===== src/rtl/ncc_peak_finder.sv =====
// Peak tracker for the ncc correlator: keeps best/second-best score and the
// raster offset of the best, then holds one result per search behind ready/valid.
module ncc_peak_finder #(
  parameter  int scoreWidth = 32,
  parameter  int numCols    = 65,
  parameter  int numRows    = 65,
  localparam int XW         = (numCols > 1) ? $clog2(numCols) : 1,
  localparam int YW         = (numRows > 1) ? $clog2(numRows) : 1
) (
  input  logic                         clk,
  input  logic                         rst,
  input  logic                         start,
  input  logic signed [scoreWidth-1:0] scoreIn,
  input  logic                         scoreValid,
  input  logic signed [scoreWidth-1:0] threshold,
  input  logic                         resultReady,
  output logic                         resultValid,
  output logic signed [scoreWidth-1:0] peakScore,
  output logic signed [scoreWidth-1:0] secondScore,
  output logic        [XW-1:0]         peakX,
  output logic        [YW-1:0]         peakY,
  output logic                         peakFound,
  output logic                         busy,
  output logic                         overrun
);

  typedef enum logic [1:0] {IDLE, SCAN, DONE} state_t;

  localparam logic signed [scoreWidth-1:0] MOST_NEG = {1'b1, {(scoreWidth-1){1'b0}}};
  localparam logic [XW-1:0] X_LAST = XW'(numCols - 1);
  localparam logic [YW-1:0] Y_LAST = YW'(numRows - 1);

  state_t                         r_state;
  state_t                         w_next;
  logic signed [scoreWidth-1:0]   r_peak;
  logic signed [scoreWidth-1:0]   r_second;
  logic        [XW-1:0]           r_px;
  logic        [YW-1:0]           r_py;
  logic        [XW-1:0]           r_x;
  logic        [YW-1:0]           r_y;
  logic                           r_found;
  logic                           r_overrun;

  logic                           w_clear;
  logic                           w_accept;
  logic                           w_last;
  logic                           w_gtPeak;
  logic                           w_gtSecond;
  logic signed [scoreWidth-1:0]   w_finalPeak;

  // A start in DONE only counts when the result is consumed in the same cycle.
  assign w_clear     = start && (r_state != DONE || resultReady);
  assign w_accept    = (r_state == SCAN) && scoreValid && !start;
  assign w_last      = w_accept && (r_x == X_LAST) && (r_y == Y_LAST);
  assign w_gtPeak    = scoreIn > r_peak;
  assign w_gtSecond  = scoreIn > r_second;
  assign w_finalPeak = w_gtPeak ? scoreIn : r_peak;

  always_ff @(posedge clk) begin
    if (rst) r_state <= IDLE;
    else     r_state <= w_next;
  end

  always_comb begin
    w_next = r_state;
    case (r_state)
      IDLE: if (start) w_next = SCAN;
      SCAN: if (start) w_next = SCAN;
            else if (w_last) w_next = DONE;
      DONE: if (resultReady) w_next = start ? SCAN : IDLE;
      default: w_next = IDLE;
    endcase
  end

  always_ff @(posedge clk) begin
    if (rst) begin
      r_peak    <= MOST_NEG;
      r_second  <= MOST_NEG;
      r_px      <= '0;
      r_py      <= '0;
      r_x       <= '0;
      r_y       <= '0;
      r_found   <= 1'b0;
      r_overrun <= 1'b0;
    end else begin
      if (r_state == DONE && scoreValid) r_overrun <= 1'b1;
      if (w_clear) begin
        r_peak    <= MOST_NEG;
        r_second  <= MOST_NEG;
        r_px      <= '0;
        r_py      <= '0;
        r_x       <= '0;
        r_y       <= '0;
        r_overrun <= 1'b0;
      end else if (w_accept) begin
        if (w_gtPeak) begin
          r_second <= r_peak;
          r_peak   <= scoreIn;
          r_px     <= r_x;
          r_py     <= r_y;
        end else if (w_gtSecond) begin
          r_second <= scoreIn;
        end
        if (r_x == X_LAST) begin
          r_x <= '0;
          r_y <= (r_y == Y_LAST) ? '0 : r_y + 1'b1;
        end else begin
          r_x <= r_x + 1'b1;
        end
        // Threshold judged against the peak including this final score.
        if (w_last) r_found <= (w_finalPeak >= threshold);
      end
    end
  end

  assign resultValid = (r_state == DONE);
  assign busy        = (r_state == SCAN);
  assign peakScore   = r_peak;
  assign secondScore = r_second;
  assign peakX       = r_px;
  assign peakY       = r_py;
  assign peakFound   = r_found;
  assign overrun     = r_overrun;

endmodule


===== config.mk =====
export PLATFORM = sky130hd
export DESIGN_NAME = ncc_peak_finder
export DESIGN_NICKNAME = d
export VERILOG_FILES = /design/src/rtl/ncc_peak_finder.sv
export SDC_FILE = /design/constraint.sdc
export NUM_CORES = 1
export LEC_CHECK = 0
export ABC_AREA = 1
export CAP_MARGIN = 25
export CORE_ASPECT_RATIO = 1.4
export CORE_MARGIN = 5
export CORE_UTILIZATION = 35
export CTS_CLUSTER_DIAMETER = 80
export DETAILED_ROUTE_END_ITERATION = 12
export PLACE_DENSITY = 0.69
export SYNTH_ARGS = -nofsm -noshare
export SYNTH_HDL_FRONTEND = slang
export SYNTH_SLANG_ARGS = --single-unit
export TNS_END_PERCENT = 30

===== constraint.sdc =====
create_clock -name clk -period 5.6 [get_ports clk]
set_clock_uncertainty 0.15 [all_clocks]
set_input_delay 1.68 -clock clk [delete_from_list [all_inputs] [get_ports clk]]
set_output_delay 1.68 -clock clk [all_outputs]
set_load 0.1 [all_outputs]

After elaboration in Yosys (flattened, before gate mapping)

Index checks and enable logic that the tools add are counted.

Input bits: 69
Memories: 0
Word-level logic and storage cells: 50
Output and inout port bits: 82
ROM bits: 0
Flip-flop bits (word level): 96
Bits in latches: 0
Bits in writable memories: 0

$mul: 0
Shifts and indexed selects: 0
Mux-type cells: 11
Add/subtract/negate cells: 2
Reductions and logical operators: 16
$lt $le $gt $ge: 3
Equality and inequality tests: 8
Div/mod/pow operators: 0
Bitwise operators: 1

Operators with widths:

| operator            | count |
|---|---|
| $mux 32             | 3 |
| $gt 32x32->1        | 2 |
| $ge 32x32->1        | 1 |
| $add 7x1->7 const B | 2 |
| $eq 7x7->1 const B  | 2 |
| $mux 7              | 2 |
| $mux 2              | 4 |
| $logic_and 1x1->1   | 6 |
| $ne 2x2->1 const B  | 3 |
| $pmux 2 s3          | 1 |
| $reduce_and 2->1    | 3 |
| $reduce_and 3->1    | 2 |
| $ne 3x2->1 const B  | 1 |
| $eq 2x1->1 const B  | 1 |
| $eq 2x2->1 const B  | 1 |
| $logic_not 2->1     | 1 |
| $reduce_bool 2->1   | 1 |
| $reduce_or 2->1     | 1 |
| $logic_not 1->1     | 1 |
| $logic_or 1x1->1    | 1 |
| $mux 1              | 1 |
| $not 1->1           | 1 |

Depth between registers and ports, before layout

Gate-level depths: netlist of the first run.

Depth in word-level cells: 8
Mapped depth: 33
Depth with buffers taken out: 31

Least setup slack after synthesis of the first run

Ideal clock, no wire load.

Path kind: in2reg
From: input scoreIn[31]
To: register r_found (netlist: peakFound)
Path slack: 1006 ps
Arrival: 4335 ps
Cell stages on the path: 22
Path buffers: 2
Setup time: 109 ps
Cells stage by stage: ha_1 nand2_1 nor2_1 nand2_1 nor3b_2 nand2_1 nand2_1 nand2_2 nand3_4 buf_4 buf_2 a21oi_1 ha_1 nand2_1 nor4_1 nand2_1 nand3_1 nand2_1 nand3b_1 nand3_1 nand2_1 inv_1

Cells in the longest elaborated chain, start to end: 3

Ends and longest elaborated chain:

| element              | RTL line | text |
|---|---|---|
| start, declared      | 13       | `input logic signed [scoreWidth-1:0] scoreIn,` |
| $gt 32x32->1         | 55       | `assign w_gtPeak = scoreIn > r_peak;` |
| $mux 32              | --       |  |
| via w_finalPeak[11]  | 49       | `logic signed [scoreWidth-1:0] w_finalPeak;` |
| $ge 32x32->1         | 111      | `if (w_last) r_found <= (w_finalPeak >= threshold);` |
| end signal, assigned | 111      |  |
| end, declared        | 41       | `logic r_found;` |

The timed path passes the listed nets, and every way through them passes these cells.
A chain may end at the register's enable or synchronous reset.

Worst setup path in the final report of the first run

Same ends and word-level chain as after synthesis.

==> summary.txt, run 1 <==
Place
  • Port Buffers: 150
  • DP Worst Slack: ~200 ps
  • RD Place Congestion: around 0.86
  • DP HPWL: about 17 mm
  • DP Area: 0.008950 mm^2

Timing
  • Relative slew slack: 0.2893
  • Tmin final: approximately 5100 ps
  • Worst slew pin tran: around 1100 ps
  • RSZ-0062 raised after global routing: no
  • Setup_tns: 0 ps
  • Fmax achieved: between 150 and 200 MHz
  • Hold Slack: 308.4 ps
  • Period utilisation layout: 0.9104
  • Setup ws final: 501.7 ps
  • Fin. max-slew vios: 0
  • Final Hold Fails: 0
  • Final setup violation count: 0

Yosys
  • Synth cell count leaders: nand2_1 (240), nor2_1 (185), inv_1 (145)
  • Top-area cell type share of the netlist area: 0.2714
  • Ys Warns: 0
  • Leading area contributor after synthesis: dfxtp_1
  • Synth Net Count: 1,261
  • Top cells by area, synth: dfxtp_1 (27%), ha_1 (18%), nand2_1 (13%)
  • Seq cells post-synth: 96
  • Main synth FF type: dfxtp_1
  • Ys async rst share: 0
  • Most common cell in the synthesized netlist: nand2_1
  • Post-synthesis sequential area ratio: 0.2714
  • Average size of a mapped cell: 6.484 um^2
  • Number of enable flip-flop cells after synthesis: 0
  • Count of different cell masters after synthesis: 34
  • Synth Cell Area: slightly above 0.007 mm^2
  • Cells after synthesis: 1,092

Setup path
  • Critical path arrival: ~5200 ps
  • CP peak stage delay: 520 ps
  • Worst Path Max Fanout: 50
  • Req. time, crit path: 5710 ps
  • CP Buf/Inv Count: 4
  • Critical-path top delay cell: clkdlybuf4s50_1
  • Stages on worst setup path: 23
  • Startpoint types: input pin
  • CP top delay family: simple AND/OR/NAND/NOR gates
  • Critical path type: in2reg
  • CP dominant cell by count: nand2_1
  • Reg2Reg Depth: 23
  • Cells along the critical path: clkdlybuf4s50_1 -> ha_1 -> nand2_1 -> nor2_1 -> nand2_1 -> nor3b_2 -> nand2_1 -> nand2_1 -> nand2_2 -> nand3_4 -> buf_12 -> a21oi_1 -> ha_1 -> nand2_1 -> nor4_1 -> buf_4 -> nand2_1 -> nand3_1 -> nand2_1 -> nand3b_1 -> nand3_1 -> nand2_1 -> inv_1
  • CP endpoint kind: flop

Global routing
  • Global-route wire length before repair: 35.63 mm
  • Grt total ovfl: 0
  • Antenna violations before repair: 0
  • Met2 usage: 0.3521
  • Most Crowded Layer GR: met2
  • Met3 usage: 0.03385
  • GRT Overall Usage: 0.1935
  • Largest net degree at the start of global routing: 51
  • Vias in the first global route: 7,357
  • Met1 global-route usage: 0.2127

Clock network
  • Reg clk slew, reported paths: 80 ps
  • # hold bufs at CTS: 0
  • CTS Buffer Depth: 2
  • Num CTS Buffers: 9
  • Postcts setup bufs: 0
  • H-tree levels: 3
  • Root buffer cell: clkbuf_16
  • Post-CTS sizing: 0
  • Clock Latency Late Sink: between 300 and 400 ps
  • Clk sink count: 96
  • CTS tree: yes

Floorplan
  • Site row count: slightly above 60
  • Die Wd: 130.2 um
  • Total I/O pin count: around 150
  • Initial Util: 0.3554
  • Core area: 0.01992 mm^2
  • Die height: 178.3 um
  • Full die area: 0.02322 mm^2

Pwr
  • Leakage power: about 0.0043 uW
  • Power Density: 198.8 mW/mm^2
  • Maximum vdd ir drop: 150.2 uV
  • Pwr Total: 1840 uW

Worst hold path
  • Hold Crit Class: reg2reg
  • Hold path depth: 2

Drt
  • DR pass1 iterations: 5
  • Vias per inst: 4.991
  • DR WL/cell: 14.99 um
  • ANT nets after route: 0
  • Initial detailed-routing violation count: ~300
  • WL final: 22.33 mm
  • DR DRC count: 0
  • Via Count: 7,436

Final layout
  • Nets: between 1,000 and 1,500
  • Final Cell Area: around 0.009 mm^2
  • P&R area growth vs syn: 30.71%
  • Fraction of layout cells with a size suffix above 1: 0.04200
  • Fillers: 2,045
  • Ant diodes: 0

Run
  • Max-Cap Viols: 0

Run status
  • Status: finished, final reports clean
==> metrics by stage <==
stage / cells / util
2_1_floorplan: 1092 / -
5_1_grt: 1490 / 0.4646
6_report: 1490 / 0.4646
3_3_place_gp: 1474 / 0.4493
4_1_cts: 1490 / 0.4646
3_5_place_dp: 1474 / 0.4493
==> cells in the final DEF (no fill, tap or decap), types with 3 or more instances in the layout <==
master           synthesis  layout
nor2_1                 185     185
nand2_2                  3       3
ha_1                   100     100
buf_12                   0       4
clkdlybuf4s50_1          0     150
o21ai_1                 10      10
inv_1                  145     145
buf_4                    5      22
nand4_1                 38      38
xor2_1                   3       3
o21ai_0                 40      40
a21oi_1                103     102
nor3_1                   8       8
nor4_1                   6       6
dfxtp_1                 96      96
clkbuf_16                0       9
nand2_1                240     240
o21a_1                   6       6
nand3_1                 45      45
==> area by class of cell <==
cell class	instances	area (um^2)	share of cell area
Multi-Input combinational cell	804	4418	0.4774
Tap cell	252	315.3	0.03407
Clock buffer	9	225.2	0.02433
Clock inverter	7	80.08	0.008652
Timing Repair Buffer	176	1747	0.1887
Sequential cell	96	1922	0.2077
Inverter	146	548.0	0.05921
==> worst register-to-register path: stages, from the launching register on <==
cell	delay (ps)
dfxtp_1	390
inv_1	80
ha_1	350
nand2_1	100
nor2_1	140
nand2_1	120
nor3b_2	190
nand2_1	100
nand2_1	80
nand2_2	70
nand3_4	100
buf_12	230
a21oi_1	140
ha_1	300
nand2_1	60
nor4_1	340
buf_4	180
nand2_1	50
nand3_1	80
nand2_1	70
nand3b_1	90
nand3_1	80
nand2_1	60
inv_1	30
==> final timing paths <==
path | slack [ps] | start | endpoint
max | 500 | scoreIn[31] | peakFound
min | 310 | overrun | overrun
max reg2reg | 1950 | peakScore[31] | peakFound
min reg2reg | 310 | overrun | overrun
==> per-layer routing <==
layer | vias to the layer above | part of all wire
met2 | 194 | 0.51
met4 | 0 | 0.038
li1 | 3813 | -
met5 | - | 0
met1 | 3380 | 0.40
met3 | 49 | 0.052
==> report_power, final <==
part           switching [uW]  total (uW)  internal (uW)  leakage, uW
registers                6.63         697            690     0.000775
clock network             321         641            319     0.000146
logic                     311         502            191      0.00334
==> flip-flops by register name (all words and copies together), names as in the netlist <==
signal	flops
peakScore	32
secondScore	32
peakX	7
peakY	7
r_x	7
r_y	7
r_state	2
overrun	1
peakFound	1
==> cells by family (layout without fill, tap and decap cells) <==
group | after synthesis | in the layout | synth area share
buffers and inverters | 192 | 338 | 0.1074
flip-flops | 96 | 96 | 0.2714
AND/OR/NAND/NOR | 535 | 535 | 0.3184
AO/OA/AOI/OAI | 165 | 165 | 0.1210
adder cells (fa/ha/maj) | 100 | 100 | 0.1767
XOR/XNOR | 4 | 4 | 0.004949
No activity file was read; power rests on OpenSTA's default activity.
==> run 2: changes to the inputs <==
--- a/config.mk
+++ b/config.mk
@@ -12,8 +12,8 @@
 export CORE_UTILIZATION = 35
 export CTS_CLUSTER_DIAMETER = 80
 export DETAILED_ROUTE_END_ITERATION = 12
+export HOLD_SLACK_MARGIN = 0.06
 export PLACE_DENSITY = 0.69
 export SYNTH_ARGS = -nofsm -noshare
 export SYNTH_HDL_FRONTEND = slang
 export SYNTH_SLANG_ARGS = --single-unit
-export TNS_END_PERCENT = 30
==> results of run 2 <==
Same layout as run 1: the final DEF is identical, and so are final timing and power.
